### config.mk
export PLATFORM = sky130hd
export DESIGN_NAME = elastic_alu_stage
export DESIGN_NICKNAME = d
export VERILOG_FILES = /design/src/rtl/elastic_alu_stage_pkg.sv /design/src/rtl/elastic_alu_stage_alu_core.sv /design/src/rtl/elastic_alu_stage.sv
export SDC_FILE = /design/constraint.sdc
export NUM_CORES = 1
export LEC_CHECK = 0
export ABC_AREA = 1
export CORE_MARGIN = 1
export CORE_UTILIZATION = 57
export DETAILED_ROUTE_END_ITERATION = 7
export PLACE_DENSITY = 0.9
export SLEW_MARGIN = 15
export SYNTH_ARGS = -nofsm -noshare
export SYNTH_HDL_FRONTEND = slang
export SYNTH_HIERARCHICAL = 1
export SYNTH_SLANG_ARGS = --single-unit
### constraint.sdc
create_clock -name clk -period 7.4 [get_ports clk]
set_input_delay 0.74 -clock clk [delete_from_list [all_inputs] [get_ports clk]]
set_output_delay 0.74 -clock clk [all_outputs]
set_load 0.005 [all_outputs]
### src/rtl/elastic_alu_stage_pkg.sv
// Shared widths and op-code encoding for the elastic ALU stage.
package elastic_alu_stage_pkg;

  localparam int unsigned DATA_WIDTH           = 32;
  localparam int unsigned ADDRESS_WIDTH        = 32;
  localparam int unsigned OPERATION_BIT_LENGTH = 4;

  // Codes 12..15 are unassigned and yield a zero result.
  typedef enum logic [OPERATION_BIT_LENGTH-1:0] {
    OP_NOP   = 4'd0,
    OP_ADD   = 4'd1,
    OP_SUB   = 4'd2,
    OP_MUL   = 4'd3,
    OP_SHL   = 4'd4,
    OP_SHR   = 4'd5,
    OP_AND   = 4'd6,
    OP_OR    = 4'd7,
    OP_XOR   = 4'd8,
    OP_CONST = 4'd9,
    OP_LOAD  = 4'd10,
    OP_STORE = 4'd11
  } alu_op_e;

endpackage

### src/rtl/elastic_alu_stage_alu_core.sv
// Combinational result datapath for the elastic ALU stage.
// MUL is only built when ELASTIC_ALU_MUL_EN is defined; otherwise it yields 0.
module alu_core
  import elastic_alu_stage_pkg::*;
#(
  parameter int unsigned DATA_WIDTH           = elastic_alu_stage_pkg::DATA_WIDTH,
  parameter int unsigned OPERATION_BIT_LENGTH = elastic_alu_stage_pkg::OPERATION_BIT_LENGTH
) (
  input  logic [OPERATION_BIT_LENGTH-1:0] op,
  input  logic [DATA_WIDTH-1:0]           a,
  input  logic [DATA_WIDTH-1:0]           b,
  input  logic [DATA_WIDTH-1:0]           const_data,
  input  logic [DATA_WIDTH-1:0]           memory_read_data,
  output logic [DATA_WIDTH-1:0]           result
);

  always_comb begin
    result = '0;
    case (op)
      OP_ADD:   result = a + b;
      OP_SUB:   result = a - b;
`ifdef ELASTIC_ALU_MUL_EN
      OP_MUL:   result = a * b;
`endif
      OP_SHL:   result = a << b[4:0];
      OP_SHR:   result = a >> b[4:0];
      OP_AND:   result = a & b;
      OP_OR:    result = a | b;
      OP_XOR:   result = a ^ b;
      OP_CONST: result = const_data;
      OP_LOAD:  result = memory_read_data;
      OP_STORE: result = b;
      default:  result = '0;
    endcase
  end

endmodule

### src/rtl/elastic_alu_stage.sv
// Single-register elastic ALU stage with async memory read and sync memory write.
// Optional multiplier controlled by macro ELASTIC_ALU_MUL_EN (see alu_core).
module elastic_alu_stage
  import elastic_alu_stage_pkg::*;
#(
  parameter int unsigned DATA_WIDTH           = elastic_alu_stage_pkg::DATA_WIDTH,
  parameter int unsigned ADDRESS_WIDTH        = elastic_alu_stage_pkg::ADDRESS_WIDTH,
  parameter int unsigned OPERATION_BIT_LENGTH = elastic_alu_stage_pkg::OPERATION_BIT_LENGTH
) (
  input  logic                            clk,
  input  logic                            reset_n,
  input  logic [DATA_WIDTH-1:0]           input_data_1,
  input  logic [DATA_WIDTH-1:0]           input_data_2,
  input  logic [OPERATION_BIT_LENGTH-1:0] op,
  input  logic [DATA_WIDTH-1:0]           const_data,
  input  logic                            valid_input,
  output logic                            stop_input,
  output logic [DATA_WIDTH-1:0]           output_data,
  output logic                            valid_output,
  input  logic                            stop_output,
  output logic                            switch_context,
  output logic [ADDRESS_WIDTH-1:0]        memory_read_address,
  input  logic [DATA_WIDTH-1:0]           memory_read_data,
  output logic [ADDRESS_WIDTH-1:0]        memory_write_address,
  output logic [DATA_WIDTH-1:0]           memory_write_data,
  output logic                            memory_write
);

  logic                  accept;
  logic                  transfer;
  logic [DATA_WIDTH-1:0] result;

  alu_core #(
    .DATA_WIDTH           (DATA_WIDTH),
    .OPERATION_BIT_LENGTH (OPERATION_BIT_LENGTH)
  ) u_alu_core (
    .op               (op),
    .a                (input_data_1),
    .b                (input_data_2),
    .const_data       (const_data),
    .memory_read_data (memory_read_data),
    .result           (result)
  );

  // Reset is folded into the handshake so it also suppresses the memory write
  // and the switch_context pulse in the reset cycle.
  assign stop_input     = valid_output;
  assign accept         = valid_input & ~valid_output & ~reset_n;
  assign transfer       = valid_output & ~stop_output & ~reset_n;
  assign switch_context = transfer;

  assign memory_read_address  = input_data_1[ADDRESS_WIDTH-1:0];
  assign memory_write_address = input_data_1[ADDRESS_WIDTH-1:0];
  assign memory_write_data    = input_data_2;
  assign memory_write         = accept & (op == OP_STORE);

  always_ff @(posedge clk) begin
    if (reset_n) begin
      output_data  <= '0;
      valid_output <= 1'b0;
    end else if (accept) begin
      output_data  <= result;
      valid_output <= 1'b1;
    end else if (transfer) begin
      valid_output <= 1'b0;
    end
  end

endmodule

==> qor.yml <==
cts:
  cts_setup_buffers: 0
  cts_tree: "done"
  clockBufferDepth: 2
  clock_latency_ps: 290
  cts_hold_buf: 0
  cts-htree-levels: 2
  cts_num_sinks: 33
  clockRootBuffer: "clkbuf_16"
  clk_pin_slew_ps: 60
  ctsResizeCount: 0
  cts-buffers-inserted: 5
layout:
  syn_to_final_growth_pct: 16.73
  stdcell_count: 2435
  diodes: 0
  postLayoutCellArea_sq_um: 13080
  ff_latch_area_sq_um: 660.6
  drive_gt1_share_pct: 2.989
  final_net_count: 2411
  nFillCells: 1817
  multi_input_area_sq_um: 8416
critical_path:
  crit_chain: "clkdlybuf4s50_1, inv_1, ha_1, inv_1, nor2_1, inv_1, nand2_1, o21ai_0, xor2_1, inv_1, ha_1, nand2_1, nor2_1, nand2_1, nor4_1, nand2_1, nand2_1, nand2_1, nand3_1, nand2_1, nand4_1, nand2_1"
  cp_max_fo: 22
  worstPathRequired_ps: 7580
  arrival_ps: 5620
  crit_path_frequent_cell: "nand2_1"
  r2r-start: "stop_input$_SDFFE_PP0P_"
  critical_path_class: "in2reg"
  crit_path_start_kind: "input port"
  reg2reg_depth: 4
  slowest_delay_ps: 740
  cpMaxStageDelayCell: "nor2_1"
  cp-startpoint: "op[3]"
  cp-end-kind: "flop"
place:
  dp.cells: 2427
  gp_congestion: 1.111
  numPortBuffers: 267
  dp_hpwl_microns: 37940
  placed_area_sq_um: 12930
flow_run:
  max-cap-violations: 0
power_and_ir_drop:
  max-vdd-ir-drop_mv: 0.09776
  p_per_area_nw_per_um2: 96.31
  leakage_nw: 6.715
synth:
  seq_area_frac_synth_pct: 5.897
  ys_ff_latch: 33
  synthCells: 2081
  synthArstFlopShare_pct: 0
  syn_nets: 2318
  ys_warn_count: 6
  synth_area_per_cell_sq_um: 5.384
  synth_edf_count: 0
  netlist_area_sq_um: 11200
  netlist-cell-type-count: 51
  synthFlopType: "dfxtp_1"
min_path:
  whs_path_depth: 2
  worstHoldStart: "output_data[28]$_SDFFE_PP0P_"
  hold_path.class: "reg2reg"
grt:
  grt_pass1_wl_microns: 72790
  overflow: 0
  grt_max_degree: 74
  grt_use_total_pct: 46.63
  antenna_found_initial: 1
  grt_pass1_vias: 13230
sta:
  min_period_over_period_pct: 73.62
  worst_pin_slew_ps: 1039
  hold-worst-slack_ps: 471.9
  hold_violations: 0
  fin_crit_ps: 5448
  finalClockSkew_ps: 3.798
  clock.fmax_mhz: 183.6
  relSlewSlack_pct: 30.54
  fin_tns_setup_ps: 0
  drv_slew: 0
  setup_viol: 0
  rsz0062_at_grt: "no"
drt:
  drtAntennaViolNets: 0
  vias_per_cell: 6.196
  avgRoutedWirePerCell_microns: 19.91
  postRouteWirelength_microns: 48480
  route.detailed.drc: 0
  vias: 15090
  dr.pass1.iters: 8
  first_iter_violations: 2629
floorplanning:
  die_h_microns: 142.2
  die_x_microns: 142.2
  pin_count: 268
  core.rowCount: 50
  die_area_sq_um: 20220
  start_util_pct: 59.10
  core_sq_um: 18960
run_status:
  status: "complete, no violations"
## layout by cell type (no fill, tap or decap), types with 3 or more instances in the layout
| cell type | n |
|---|---|
| nand3_1 | 426 |
| inv_1 | 193 |
| nor3_1 | 27 |
| nand3b_1 | 7 |
| o21bai_1 | 4 |
| nand3_2 | 5 |
| o221ai_1 | 3 |
| nor2_4 | 3 |
| ha_1 | 100 |
| a22o_1 | 5 |
| inv_2 | 13 |
| xor2_1 | 28 |
| o2111ai_1 | 3 |
| nor2_1 | 108 |
| nor2_2 | 8 |
| or2_2 | 6 |
| nor4_1 | 4 |
| clkbuf_16 | 5 |
| inv_4 | 3 |
| nand2_1 | 709 |
| o22ai_1 | 4 |
| nand4_1 | 55 |
| o21ai_0 | 53 |
| dfxtp_1 | 33 |
| a31oi_1 | 3 |
| o21ai_1 | 7 |
| buf_4 | 10 |
| a22oi_1 | 9 |
| a21oi_1 | 49 |
| clkdlybuf4s50_1 | 265 |
## cell usage after synthesis (6+ instances only)
cell type,instances,share of area (%)
nand2_1,709,24
nand3_1,426,19
inv_1,193,6.5
buf_4,110,7.4
nor2_1,108,3.6
ha_1,100,11
nand4_1,55,3.1
o21ai_0,53,2.4
a21oi_1,49,2.2
buf_2,35,1.6
dfxtp_1,33,5.9
xor2_1,28,2.2
nor3_1,27,1.2
buf_6,21,2.1
clkbuf_1,20,0.67
inv_2,13,0.44
a22oi_1,9,0.60
nor2_2,8,0.45
nand3b_1,7,0.47
o21ai_1,7,0.31
or2_2,6,0.34
## per-stage QoR
step / util, % / power, W / setup slack (ps)
2_1_floorplan: - / 0.0007160 / 3810
3_3_place_gp: 68.24 / 0.001000 / 2135
3_5_place_dp: 68.24 / 0.001007 / 2015
4_1_cts: 68.99 / 0.001220 / 2280
5_1_grt: 68.99 / 0.001333 / 1744
6_report: 68.99 / 0.001259 / 1952
## metal layers
| metal | part of all wire (%) | global-route usage (%) | up-vias |
|---|---|---|---|
| li1 | - | - | 6909 |
| met1 | 37 | 59.67 | 6587 |
| met2 | 41 | 70.25 | 1358 |
| met3 | 15 | 11.88 | 234 |
| met4 | 6.6 | 27.62 | 0 |
| met5 | 0 | 0 | - |
## worst paths after layout
check                                  to  slack [ps]
min reg2reg  output_data[28]$_SDFFE_PP0P_         470
max          output_data[26]$_SDFFE_PP0P_        1950
min          output_data[28]$_SDFFE_PP0P_         470
max reg2reg   output_data[7]$_SDFFE_PP0P_        5750
## cell families (layout without fill, tap and decap cells)
group	after synthesis	count (layout)	share of synthesized area, %
fa+ha+maj	101	101	11.35
buf+inv	401	495	18.99
xor+xnor	28	28	2.189
simple gates	1367	1367	53.62
flops	33	33	5.897
compound gates	151	151	7.963
## area by class of cell
cell class | instances | share of cell area (%)
well taps | 260 | 2.488
multi-input cells | 1647 | 64.35
inverters | 210 | 6.085
repair buffers | 277 | 20.93
clock inverters | 3 | 0.1339
flip-flops and latches | 33 | 5.052
clock buffers | 5 | 0.9568
## where the power goes
group	total [W]	leakage [nW]	switching, W	internal (W)
logic	0.000854	6.38	0.000544	0.000310
clock network	0.000212	0.0696	0.0000889	0.000124
registers	0.000193	0.268	0.00000568	0.000187
## sequential cells by signal (all words and copies together) (netlist names)
signal,flops
stop_input,1
output_data,32
## worst max-delay path: cells and delay by family
family	cells	cell delay, ps
adder cells (fa/ha/maj)	2	600
buffers and inverters	5	1340
AND/OR/NAND/NOR	13	2540
XOR/XNOR	1	190
AO/OA/AOI/OAI	1	200
(Power assumes the default switching activity.)
